==> src/rtl/sede_frame_host.sv <==
// -----------------------------------------------------------------------------
// sede_frame_host
// Frame host for the Sobel edge engine.
//
// Operation:
//   - A start pulse restarts the engine.
//   - One IMG_W x IMG_H grayscale frame is streamed from the image ROM to the
//     engine, one pixel per cycle with no gaps.
//   - The engine's valid/edge result stream is captured into the result RAM.
//   - done and err report the outcome of the frame.
//
// Ports:
//   clk, rst_n            clock (rising edge) and asynchronous active-low reset
//   start                 1-cycle frame request, honoured only while idle
//   img_addr / img_q      image ROM address out, read data in (1-cycle latency)
//   eng_rst               registered active-high engine restart
//   pix_data              pixel to engine (img_q while feeding, else 0)
//   eng_valid/eng_edge    engine result stream
//   eng_busy              engine draining flag (observed only)
//   res_we/res_addr/res_d registered result RAM write port
//   busy / done / err     frame in progress, end-of-frame pulse, sticky error
//
// Optional feature (macro SEDE_CKSUM_EN):
//   - Adds output cksum[15:0], the modulo-2^16 sum of every res_d written in
//     the current frame.
//   - cksum is cleared on start accept.
// -----------------------------------------------------------------------------
module sede_frame_host #(
  parameter int IMG_W   = 32,
  parameter int IMG_H   = 32,
  parameter int AW      = 10,
  parameter int TIMEOUT = 2200
) (
  input  logic          clk,
  input  logic          rst_n,
  input  logic          start,
  output logic [AW-1:0] img_addr,
  input  logic [7:0]    img_q,
  output logic          eng_rst,
  output logic [7:0]    pix_data,
  input  logic          eng_valid,
  input  logic [7:0]    eng_edge,
  input  logic          eng_busy,
  output logic          res_we,
  output logic [AW-1:0] res_addr,
  output logic [7:0]    res_d,
  output logic          busy,
  output logic          done,
`ifdef SEDE_CKSUM_EN
  output logic          err,
  output logic [15:0]   cksum
`else
  output logic          err
`endif
);

  localparam int NPIX = IMG_W * IMG_H;
  localparam int WW   = $clog2(TIMEOUT + 1);

  localparam logic [AW:0]   NPIX_C   = (AW+1)'(NPIX);
  localparam logic [AW-1:0] LAST_C   = AW'(NPIX - 1);
  localparam logic [AW-1:0] NEAR_C   = AW'(NPIX - 2);
  localparam logic [WW-1:0] WD_LAST_C = WW'(TIMEOUT - 1);

  typedef enum logic [2:0] {
    S_IDLE  = 3'd0,
    S_ERST  = 3'd1,
    S_FEED  = 3'd2,
    S_DRAIN = 3'd3,
    S_FIN   = 3'd4
  } state_t;

  state_t        state_r;
  logic [AW-1:0] pcnt_r;
  logic [AW:0]   rcnt_r;
  logic [WW-1:0] wcnt_r;
  logic          valid_q_r;
  logic [AW-1:0] img_addr_r;
  logic          eng_rst_r;
  logic          res_we_r;
  logic [AW-1:0] res_addr_r;
  logic [7:0]    res_d_r;
  logic          busy_r;
  logic          done_r;
  logic          err_r;

  logic          capture_s;
  logic          room_s;
  logic          gap_s;
  logic          nat_fin_s;
  logic          wdog_s;
  logic [7:0]    pix_s;
  logic          unused_s;

  // eng_busy is informational only and intentionally left unobserved.
  assign unused_s = eng_busy;

  // Decode the capture window, result room, valid gap, natural end and watchdog expiry.
  always_comb begin
    capture_s = (state_r == S_FEED) || (state_r == S_DRAIN);
    room_s    = (rcnt_r < NPIX_C);
    gap_s     = valid_q_r && !eng_valid && (rcnt_r != {(AW+1){1'b0}}) && room_s;
    nat_fin_s = (state_r == S_DRAIN) && (rcnt_r == NPIX_C);
    // The watchdog fires so that FIN is occupied exactly when wcnt reaches TIMEOUT.
    wdog_s    = busy_r && (state_r != S_FIN) && (wcnt_r == WD_LAST_C) && !nat_fin_s;
  end

  // Pixel pass-through to the engine while feeding, zero otherwise.
  always_comb begin
    if (state_r == S_FEED) begin
      pix_s = img_q;
    end else begin
      pix_s = 8'h00;
    end
  end

  // Frame sequencing, ROM addressing, result capture, error tracking and watchdog.
  always_ff @(posedge clk or negedge rst_n) begin
    if (!rst_n) begin
      state_r    <= S_IDLE;
      pcnt_r     <= {AW{1'b0}};
      rcnt_r     <= {(AW+1){1'b0}};
      wcnt_r     <= {WW{1'b0}};
      valid_q_r  <= 1'b0;
      img_addr_r <= {AW{1'b0}};
      eng_rst_r  <= 1'b1;
      res_we_r   <= 1'b0;
      res_addr_r <= {AW{1'b0}};
      res_d_r    <= 8'h00;
      busy_r     <= 1'b0;
      done_r     <= 1'b0;
      err_r      <= 1'b0;
    end else begin
      res_we_r  <= 1'b0;
      done_r    <= 1'b0;
      valid_q_r <= eng_valid;
      if (busy_r) begin
        wcnt_r <= wcnt_r + {{(WW-1){1'b0}}, 1'b1};
      end

      if (capture_s) begin
        if (eng_valid && room_s) begin
          res_we_r   <= 1'b1;
          res_addr_r <= rcnt_r[AW-1:0];
          res_d_r    <= eng_edge;
          rcnt_r     <= rcnt_r + {{AW{1'b0}}, 1'b1};
        end else if (eng_valid) begin
          // Result beyond the frame: flag it, write nothing.
          err_r <= 1'b1;
        end else if (gap_s) begin
          err_r <= 1'b1;
        end
      end

      case (state_r)
        S_IDLE: begin
          eng_rst_r  <= 1'b1;
          img_addr_r <= {AW{1'b0}};
          if (start) begin
            err_r   <= 1'b0;
            busy_r  <= 1'b1;
            pcnt_r  <= {AW{1'b0}};
            rcnt_r  <= {(AW+1){1'b0}};
            // Counts the start cycle as 0, so wcnt equals cycles since start.
            wcnt_r  <= {{(WW-1){1'b0}}, 1'b1};
            state_r <= S_ERST;
          end
        end
        S_ERST: begin
          eng_rst_r  <= 1'b0;
          img_addr_r <= {{(AW-1){1'b0}}, 1'b1};
          pcnt_r     <= {AW{1'b0}};
          state_r    <= S_FEED;
        end
        S_FEED: begin
          pcnt_r <= pcnt_r + {{(AW-1){1'b0}}, 1'b1};
          // The ROM address runs one ahead of pcnt and parks on the last pixel.
          if (pcnt_r >= NEAR_C) begin
            img_addr_r <= LAST_C;
          end else begin
            img_addr_r <= pcnt_r + {{(AW-2){1'b0}}, 2'd2};
          end
          if (pcnt_r == LAST_C) begin
            state_r <= S_DRAIN;
          end
        end
        S_DRAIN: begin
          if (nat_fin_s) begin
            done_r  <= 1'b1;
            state_r <= S_FIN;
          end
        end
        S_FIN: begin
          busy_r    <= 1'b0;
          eng_rst_r <= 1'b1;
          state_r   <= S_IDLE;
        end
        default: begin
          busy_r    <= 1'b0;
          eng_rst_r <= 1'b1;
          state_r   <= S_IDLE;
        end
      endcase

      if (wdog_s) begin
        err_r   <= 1'b1;
        done_r  <= 1'b1;
        state_r <= S_FIN;
      end
    end
  end

`ifdef SEDE_CKSUM_EN
  logic [15:0] cksum_r;

  // Running sum of the result data actually written in this frame.
  always_ff @(posedge clk or negedge rst_n) begin
    if (!rst_n) begin
      cksum_r <= 16'h0000;
    end else if ((state_r == S_IDLE) && start) begin
      cksum_r <= 16'h0000;
    end else if (res_we_r) begin
      cksum_r <= cksum_r + {8'h00, res_d_r};
    end else begin
      cksum_r <= cksum_r;
    end
  end

  assign cksum = cksum_r;
`endif

  assign img_addr = img_addr_r;
  assign eng_rst  = eng_rst_r;
  assign pix_data = pix_s;
  assign res_we   = res_we_r;
  assign res_addr = res_addr_r;
  assign res_d    = res_d_r;
  assign busy     = busy_r;
  assign done     = done_r;
  assign err      = err_r;

endmodule

==> config.mk <==
export PLATFORM = sky130hd
export DESIGN_NAME = sede_frame_host
export DESIGN_NICKNAME = d
export VERILOG_FILES = /design/src/rtl/sede_frame_host.sv
export SDC_FILE = /design/constraint.sdc
export NUM_CORES = 1
export LEC_CHECK = 0
export ABC_AREA = 1
export CAP_MARGIN = 20
export CORE_MARGIN = 10
export CORE_UTILIZATION = 55
export DETAILED_ROUTE_END_ITERATION = 8
export PLACE_DENSITY = 0.85
export SETUP_SLACK_MARGIN = 0.15
export SYNTH_ARGS = -nofsm -noshare
export SYNTH_HDL_FRONTEND = slang
export SYNTH_SLANG_ARGS = --single-unit
==> constraint.sdc <==
create_clock -name clk -period 4.15 [get_ports clk]
set_input_delay 0.6225 -clock clk [delete_from_list [all_inputs] [get_ports clk]]
set_output_delay 0.6225 -clock clk [all_outputs]
set_load 0.03 [all_outputs]
# Word level (Yosys, flattened, before mapping)
# Index checks and enable logic that the tools add are counted.
[word_totals] regBits=70 output_inout_bits=41 in_bits=21
[op_classes] n_eq_ne=11 muxes=32 bitwise=1 n_addsub=4 n_reduce_logical=20 n_lt_le_gt_ge=2
[ops] op="case mux 10 bit (3 select lines)" count=2
[ops] op="2-to-1 mux 11 bit" count=4
[ops] op="2-to-1 mux 12 bit" count=3
[ops] op="2-to-1 mux 10 bit" count=2
[ops] op="2-to-1 mux 1 bit" count=13
[ops] op="adder 12 x 1 -> 12 bit, second input constant" count=1
[ops] op="== test 12 bit, second input constant" count=1
[ops] op="2-to-1 mux 3 bit" count=4
[ops] op="case mux 3 bit (4 select lines)" count=1
[ops] op="adder 11 x 1 -> 11 bit, second input constant" count=1
[ops] op="== test 11 bit, second input constant" count=1
[ops] op="less-than comparator 11 bit, second input constant" count=1
[ops] op="nonzero test 11 bit" count=1
[ops] op="adder 10 x 1 -> 10 bit, second input constant" count=1
[ops] op="adder 10 x 2 -> 10 bit, second input constant" count=1
[ops] op="== test 10 bit, second input constant" count=1
[ops] op=">= comparator 10 bit, second input constant" count=1
[ops] op="!= test 3 bit, second input constant" count=3
[ops] op="logical AND 1 bit" count=8
[ops] op="2-to-1 mux 8 bit" count=1
[ops] op="== test 3 x 2 -> 1 bit, second input constant" count=2
[ops] op="AND reduction 2 bit" count=3
[ops] op="case mux 1 bit (2 select lines)" count=2
[ops] op="== test 3 x 1 -> 1 bit, second input constant" count=1
[ops] op="10 further kinds" count=11

# Depth between registers and ports, before layout
# Gate-level depths: netlist (run 1).
[logic_depth] ltp_word=11 ltp_mapped=10

# Worst setup path after synthesis (run 1)
# No wires, ideal clock.
[synth_path] path_type="flip-flop to output port" start="register state_r[0]" end="output pix_data[0]" required_time_ps=3527 path_buffers=2 arrival_ps=1377 path_stages_with_launch=6 slack_ps=2150 cell_sequence="dfrtp_1 nor2_2 nand2_1 buf_6 clkbuf_1 nor2_1"
[synth_via] elab_chain_cells=2
[synth_lines] item="start: declaration" line="73" source="state_t state_r;"
[synth_lines] item="start signal: assignment" line="120" source="state_r <= S_IDLE;"
[synth_lines] item="start signal: assignment" line="166" source="state_r <= S_ERST;"
[synth_lines] item="start signal: assignment" line="173" source="state_r <= S_FEED;"
[synth_lines] item="== test 3 x 2 -> 1 bit" line="110" source="if (state_r == S_FEED) begin"
[synth_lines] item="2-to-1 mux 8 bit" line="110"
[synth_lines] item="end: declaration" line="40" source="output logic [7:0] pix_data,"
# No other way between the ends.

# Worst setup path after layout (run 1)
[layout_path] start="register state_r[0]" end="output pix_data[2]"
# The elaborated chain is that of the path after synthesis.

==> metrics, run 1 <==
GPL Wtd Cong roughly 0.9; met3 wire length about 410 um; Worst Setup Path Type flop to output pin; skew final roughly 0.012 ns; CP Launch Type flop; die width 99.4 um; Fin Hold WS 0.352 ns; Ant. Diodes 0; synth top area cells dfrtp_1, nand2_1, inv_1; outcome finished clean; most frequent cells in the layout nand2_1, dfrtp_1, clkdlybuf4s50_1; clock-pin slew on the worst setup and hold paths 0.07 ns; post-CTS sizing 0; cell taking the most area after synthesis dfrtp_1; hold_buf cts 0; met1 wire length 3570 um; Via Count between 2000 and 3000; period utilization 70.9%; slowest stage cell, crit path clkdlybuf4s50_1; crit path cell chain nor2_2 -> nand2_1 -> nor2_1 -> clkdlybuf4s50_1; largest fanout on the critical path 20; Power per Cell Area 741 nW/um^2; vias in the first global route just over 3000; largest net degree at the start of global routing 38; Core Box Area 6030 um^2; setup total negative slack 0 ns; Rows 28; DRT Wirelength between 8000 and 9000 um; Post-synth EDFFs 0; Die Footprint 9870 um^2; Critical Path RT 3.53 ns; post-synthesis cell count 437; wire length on met2 4170 um; Yosys cell types 33; Top FF cell, synth dfrtp_1; worst-margin pin slew 0.781 ns; Post-synth ARST share 100%; drt pass-1 iters 6; CTS tree yes; Max Used Layer met4; depth of the CTS H-tree 3; I/O Pins 62; post-place setup slack ~1.5 ns; Ys Warns 0; Total GRT Usage between 10% and 20%; Mapped Nets around 460; Post-Syn Area 3460 um^2; Syn Area/Cell 7.93 um^2; Rel. slew slack between 40% and 50%; Max Clk Rate 340 MHz; Clock Latency Late Sink roughly 0.35 ns; DRC viols 0; P_leak ~2.2 nW; Die Height 99.4 um; final-stage net count ~530; DR iter-0 viols ~160; WL/cell 14.3 um; area grow syn2layout 25.1%; register area share after synthesis slightly above 50%; Starting Density around 57%; synthesized flop and latch total 70; CP top delay family simple AND/OR/NAND/NOR gates; RSZ-0062 raised after global routing no; # setup viols final 0; Port Buf Inserts 60; final antenna-violating net count 0; Clock Sink Count 70; CP Capture Type output pin; Core Util, Final 71.9%; hpwl dp 6030 um; Clock Tree Buf Depth 2; fin worst setup slack 1.21 ns; cts bufs inserted 9; Max Cap Viol 0; Congestion Overflow GR 0; vias per std cell 5.15; global-route wire length before repair roughly 14000 um; initial antenna violation count 0; Final Hold Violating Endpoints 0; layout cells sized above 1 a little under 7%; Slew Viols, Final 0; Worst EP arrival about 2.3 ns; most common cell after layout, fill and taps aside nand2_1; Yosys top cell area share between 40% and 50%; IR Drop Worst-Case VDD ~0.43 mV; Setup Buffers After CTS 0; Min-Delay Path Class input port to async pin; CTS Root Cell clkbuf_8; fin crit period between 2 and 3 ns; CP Buf/Inv Count 1; CP peak stage delay ~0.70 ns
## metrics by stage
step	power [W]	area [um^2]	std cells
after floorplan	0.00209	3460	437
after CTS	0.00323	4330	580
after global placement	0.00254	4110	565
final	0.00321	4330	580
after global routing	0.00344	4330	580
after detailed placement	0.00259	4110	565
## logic make-up (layout without fill, tap and decap cells)
| family | after synthesis | in the layout | synth area share [%] |
|---|---|---|---|
| simple gates | 218 | 218 | 26.8 |
| flops | 70 | 70 | 50.6 |
| buf+inv | 70 | 138 | 8.24 |
| compound gates | 65 | 65 | 10.1 |
| xor+xnor | 8 | 8 | 2.02 |
| fa+ha+maj | 6 | 6 | 2.17 |
## area by class of cell
cell class | instances | area, um^2
multi-input combinational | 297 | 1430
clock inverter | 3 | 67.6
inverter | 62 | 234
clock buffer | 12 | 155
sequential | 70 | 1750
fill | 476 | 1690
timing repair buffer | 61 | 603
tap | 75 | 93.8
## registers in the layout, summed over array words and instances, names as in the netlist
signal / count
res_d: 8
img_addr: 10
wcnt_r: 12
done: 1
eng_rst: 1
pcnt_r: 10
res_addr: 10
valid_q_r: 1
res_we: 1
rcnt_r: 11
state_r: 3
busy: 1
err: 1
## power by group
| group | internal [W] | switching [W] |
|---|---|---|
| clock | 0.000368 | 0.000249 |
| sequential | 0.000921 | 0.000184 |
| combinational | 0.000529 | 0.000959 |
## routing by layer
layer  up-vias  track usage (%)
met5         -                0
li1       1492                -
met3        12             5.26
met1      1408             20.8
met2        76             29.4
met4         0             5.07
## path summary, 6_finish.rpt
path / start / endpoint / slack, ns / depth (start not counted)
worst max-delay path: state_r[0] / pix_data[2] / 1.21 / 4
worst min-delay path: rst_n / res_d[3] / 0.35 / 1
max in group asynchronous: rst_n / err / 2.87 / 2
min in group clk: img_addr[4] / img_addr[4] / 0.48 / 2
worst min register to register: img_addr[4] / img_addr[4] / 0.48 / 2
worst max register to register: state_r[2] / rcnt_r[2] / 1.92 / 8
## synth_stat cells (all sizes together) (3+ instances only)
master / number
nand2: 128
dfrtp: 69
inv: 61
nor2: 55
o21ai: 37
a21oi: 19
nand3: 19
nor3: 11
buf: 7
xor2: 7
ha: 6
o22ai: 4
nand4: 3
(Power assumes the default switching activity.)
==> run 2: changes to the inputs <==
--- a/config.mk
+++ b/config.mk
@@ -8,9 +8,9 @@
 export ABC_AREA = 1
 export CAP_MARGIN = 20
 export CORE_MARGIN = 10
-export CORE_UTILIZATION = 55
+export CORE_UTILIZATION = 47
 export DETAILED_ROUTE_END_ITERATION = 8
-export PLACE_DENSITY = 0.85
+export PLACE_DENSITY = 0.77
 export SETUP_SLACK_MARGIN = 0.15
 export SYNTH_ARGS = -nofsm -noshare
 export SYNTH_HDL_FRONTEND = slang
==> constraint.sdc (replaced) <==
create_clock -name clk -period 2.66 [get_ports clk]
set_input_delay 0.399 -clock clk [delete_from_list [all_inputs] [get_ports clk]]
set_output_delay 0.399 -clock clk [all_outputs]
set_load 0.03 [all_outputs]
==> metrics, run 2 (synthesis results as in run 1) <==
outcome finished clean; biggest regs wcnt_r: 12 flops, rcnt_r: 11 flops; # setup viols final 0 (unchanged); WL/cell 13.3 um (-6.6%); Clock Tree Buf Depth 2 (unchanged); reg2reg end rcnt_r[2]; P_leak 2.19 nW (+1.5%); drt pass-1 iters 4 (-2); RSZ-0062 raised after global routing no; final-stage net count 531 (+0.57%); cts bufs inserted 9 (unchanged); period utilization 88.3%; GPL Wtd Cong 0.869 (-2.6%); Pint 0.00283 W (+56%); fin crit period 2.35 ns; Logic pwr share 46.5% (about the same); setup total negative slack 0 ns (unchanged); Critical Path RT 2.26 ns (-1.27 ns); multi-input logic area 1430 um^2 (unchanged); FF+latch area 1750 um^2 (unchanged); Total GRT Usage 14.8% (-2.6 points); Ant. Diodes 0 (unchanged); CP Launch Type flop; most frequent cells in the layout nand2_1, dfrtp_1, inv_1, clkdlybuf4s50_1, nor2_1; vias in the first global route 3020 (-0.20%); DR iter-0 viols 126 (-22%); Final Hold Violating Endpoints 0 (unchanged); Port Buf Inserts 60 (unchanged); hpwl dp 6070 um (+0.69%); met1 Use GR 17.0% (-3.8 points); die width 106 um (+6.5%); Starting Density 48.0% (-9.5 points); Max Clk Rate between 400 and 500 MHz; Congestion Overflow GR 0 (unchanged); Die Footprint 11200 um^2 (+13%); GR Util met3 5.79% (+0.53 points); DRC viols 0 (unchanged); R2R Setup Slk 0.57 ns (-1.35 ns); initial antenna violation count 0 (unchanged); Rows 31 (+11%); CTS tree yes; CTS Root Cell clkbuf_8; Clock Sink Count 70 (unchanged); Max Cap Viol 0 (unchanged); largest net degree at the start of global routing 37 (-2.6%); NetSw 0.00217 W (+56%); area grow syn2layout 27.1%; sequential power share 34.5% (about the same); clock power share 19.1% (about the same); global-route wire length before repair 13800 um (-2.1%); layout cells sized above 1 7.66% (+0.73 points); vias per std cell 4.94 (-4.1%); Die Height 106 um (+6.5%); Worst Setup Path Type flop to output pin; sw frac 43.4% (about the same); Fill cells 635 (+33%); largest fanout on the critical path 9 (-55%); Worst EP arrival 1.95 ns (-0.37 ns); IR Drop Worst-Case VDD 0.670 mV (+57%); I/O Pins 62 (unchanged); final antenna-violating net count 0 (unchanged); most common cell after layout, fill and taps aside nand2_1; most used routing layer met2; Rel. slew slack 47.5% (-0.51 points); met2 GRT Util 24.3% (-5.0 points); hold_buf cts 0 (unchanged); Top reg by flops wcnt_r; Core Box Area 7210 um^2 (+20%); Slew Viols, Final 0 (unchanged); fin worst setup slack 0.311 ns (-0.897 ns); depth of the CTS H-tree 3 (unchanged); CP Capture Type output pin; reg2reg start state_r[2]; Power per Cell Area 1140 nW/um^2 (+53%); worst-margin pin slew 0.788 ns (+0.00763 ns); max FFs per register 12 (unchanged); post-place setup slack 0.543 ns (-1.01 ns); clock-pin slew on the worst setup and hold paths 0.08 ns (about the same); Min-Delay Path Class input port to async pin; Via Count 3003 (+0.50%); skew final 0.0145 ns (+0.00256 ns); worst r2r path cells 9 (+1); DRT Wirelength 8100 um (-2.1%); Clock Latency Late Sink 0.34 ns (about the same)
[run 2: changes by cell type in the layout (fill, tap and decap cells not counted), sizes merged]
cell	change
clkinvlp	+1
clkdlybuf4s50	-1
buf	+3
clkbuf	-1
dlymetal6s2s	+1
clkinv	+1
[run 2: power groups by stage]
stage                     clock network, W  logic, W  registers (W)
after floorplan                          0   0.00123        0.00203
after global placement                   0   0.00228        0.00171
after detailed placement                 0   0.00233        0.00174
after CTS                         0.000974   0.00235        0.00172
after global routing               0.00102   0.00259        0.00177
final                             0.000954   0.00233        0.00173
[run 2: stage by stage]
step | cells | hold WS (ns) | utilization, % | total power (W) | area [um^2]
2_1_floorplan | 437 | 0.103 | - | 0.00327 | 3460
3_3_place_gp | 592 | 0.461 | 57.9 | 0.00400 | 4170
3_5_place_dp | 592 | 0.465 | 57.9 | 0.00407 | 4170
4_1_cts | 608 | 0.144 | 61.0 | 0.00505 | 4400
5_1_grt | 608 | 0.180 | 61.0 | 0.00539 | 4400
6_report | 608 | 0.137 | 61.0 | 0.00501 | 4400
[run 2: how the worst max path moves through the flow]
stage | from | to | slack (ns) | cells after the start
floorplan | state_r[0] | pix_data[0] | 0.88 | 5
global placement | img_q[0] | pix_data[0] | 0.59 | 4
detailed placement | img_q[0] | pix_data[0] | 0.54 | 4
CTS | state_r[0] | pix_data[0] | 0.25 | 4
global route | state_r[0] | pix_data[4] | 0.17 | 4
finish | state_r[0] | pix_data[1] | 0.31 | 4
[run 2: cell type report]
class	instances	area share (%)
repair buffers	64	14.6
clock buffers	11	3.21
well taps	99	2.81
multi-input cells	297	32.4
clock inverters	5	1.90
inverters	62	5.32
flip-flops and latches	70	39.8
[run 2: per-layer routing]
metal | wire, um | up-vias
li1 | - | 1511
met1 | 3510 | 1394
met2 | 3870 | 90
met3 | 652 | 8
met4 | 70 | 0
met5 | 0 | -
[run 2: repair_timing]
item / CTS / global route
resized for setup: 0 / 1
setup buffers: 0 / 0
endpoints found under the setup margin: 0 / 1
[run 2: worst max-delay path: stages, from the launching register on]
cell             delay [ns]
dfrtp_1                0.42
nor2_2                 0.15
nand2_1                0.21
nor2_1                 0.15
clkdlybuf4s50_1        0.69
==> run 3: changes to the inputs <==
--- a/config.mk
+++ b/config.mk
@@ -7,6 +7,7 @@
 export LEC_CHECK = 0
 export ABC_AREA = 1
 export CAP_MARGIN = 20
+export CORE_ASPECT_RATIO = 1.4
 export CORE_MARGIN = 10
 export CORE_UTILIZATION = 47
 export DETAILED_ROUTE_END_ITERATION = 8
==> metrics, run 3 (synthesis results as in run 1) <==
Die Height 122 um (+15%); Clock Sink Count 70 (unchanged); global-route wire length before repair 13600 um (-2.0%); multi-input logic area 1430 um^2 (unchanged); initial antenna violation count 0 (unchanged); Setup Buffers After CTS 0 (unchanged); Core Util, Final 60.4% (-0.59 points); worst-margin pin slew 0.614 ns (-0.175 ns); Via Count 3064 (+2.0%); IR Drop Worst-Case VDD 0.585 mV (-13%); final-stage net count 529 (-0.38%); Congestion Overflow GR 0 (unchanged); I/O Pins 62 (unchanged); worst r2r path cells 9 (unchanged); Total GRT Usage 14.9% (+0.12 points); CTS Root Cell clkbuf_8; Crit. Startpoint state_r[2]; CP Capture Type flop; RSZ-0062 raised after global routing no; Final Hold Violating Endpoints 0 (unchanged); WL/cell 13.3 um (-0.22%); outcome finished clean; cts bufs inserted 9 (unchanged); drt pass-1 iters 4 (unchanged); Critical Path End rcnt_r[6]; die width 92.6 um (-13%); Power per Cell Area 1130 nW/um^2 (-0.34%); R2R Setup Slk 0.60 ns (+0.03 ns); hpwl dp 5920 um (-2.6%); GPL Wtd Cong 0.934 (+7.5%); layout cells sized above 1 7.10% (-0.56 points); DR iter-0 viols 138 (+9.5%); Die Footprint 11300 um^2 (+0.44%); skew final 0.00685 ns (-0.00761 ns); CP Launch Type flop; Critical Path RT 2.93 ns (+0.67 ns); fin crit period 2.06 ns (-0.288 ns); reg2reg start state_r[2]; vias per std cell 5.07 (+2.7%); DRC viols 0 (unchanged); final antenna-violating net count 0 (unchanged); Max Clk Rate 485 MHz (+14%); Fin Hold WS 0.0686 ns (-0.0683 ns); Max Cap Viol 0 (unchanged); vias in the first global route 3075 (+1.8%); Top reg by flops wcnt_r; reg2reg end rcnt_r[6]; most common cell after layout, fill and taps aside nand2_1; depth of the CTS H-tree 3 (unchanged); Core Box Area 7270 um^2 (+0.75%); period utilization 77.5% (-11 points); Rel. slew slack 59.0% (+12 points); FF+latch area 1750 um^2 (unchanged); Slew Viols, Final 0 (unchanged); Clock Tree Buf Depth 2 (unchanged); Clock Latency Late Sink 0.35 ns (about the same); Min-Delay Path Class input port to async pin; largest fanout on the critical path 36 (+27); # setup viols final 0 (unchanged); DRT Wirelength 8030 um (-0.88%); most frequent cells in the layout nand2_1, dfrtp_1, inv_1; Port Buf Inserts 60 (unchanged); biggest regs wcnt_r: 12 flops, rcnt_r: 11 flops; Fill cells 653 (+2.8%); Ant. Diodes 0 (unchanged); setup total negative slack 0 ns (unchanged); clock-pin slew on the worst setup and hold paths 0.07 ns (about the same); area grow syn2layout 26.8%; Worst Setup Path Type flop to flop; CTS tree yes; Rows 37 (+19%); max FFs per register 12 (unchanged); largest net degree at the start of global routing 71 (+92%); P_leak 2.28 nW (+4.5%); Starting Density 47.7% (-0.36 points); Worst EP arrival 2.33 ns (+0.38 ns)
[run 3: worst max-delay path, stage by stage (launching register included)]
cell      delay (ns)
dfrtp_1         0.41
nor2_2          0.07
nand2_1         0.25
buf_4           0.27
nand2_4         0.09
nand2_4         0.27
clkinv_2        0.26
nand2_1         0.13
o21ai_0         0.08
a21oi_1         0.15
[run 3: routing by layer]
layer,wire (um),vias up,global-route usage [%]
li1,-,1501,-
met1,3220,1463,15.2
met2,4090,83,26.2
met3,524,17,5.78
met4,199,0,7.06
met5,0,-,0
[run 3: final cells by class]
type / instances / share of cell area (%)
clock buffers: 12 / 3.30
clock inverters: 4 / 1.60
inverters: 62 / 5.33
multi-input cells: 297 / 32.5
flip-flops and latches: 70 / 39.9
well taps: 97 / 2.76
repair buffers: 62 / 14.6
[run 3: power breakdown]
group,switching [W],total (W),internal [W]
Combinational,0.00148,0.00231,0.000829
Clock,0.000394,0.000945,0.000551
Sequential,0.000286,0.00172,0.00144
[run 3: how the worst min path moves through the flow]
stage                      from     endpoint
after global placement    rst_n  res_addr[9]
after floorplan           rst_n         busy
after CTS                 rst_n  res_addr[4]
after global routing      rst_n  res_addr[4]
final                     rst_n    rcnt_r[7]
after detailed placement  rst_n    pcnt_r[4]
[run 3: through the flow]
step                setup slack, ns  area (um^2)  total power, W  cells
floorplan                     0.884         3460         0.00327    437
global placement              0.574         4160         0.00401    588
detailed placement            0.546         4160         0.00408    588
CTS                           0.216         4370         0.00504    604
global route                  0.337         4390         0.00536    604
finish                        0.599         4390         0.00498    604
[run 3: timing repair]
item                       in CTS  in global routing
hold buffers                    0                  0
setup endpoints to repair       0                  8
gates resized for setup         0                  8
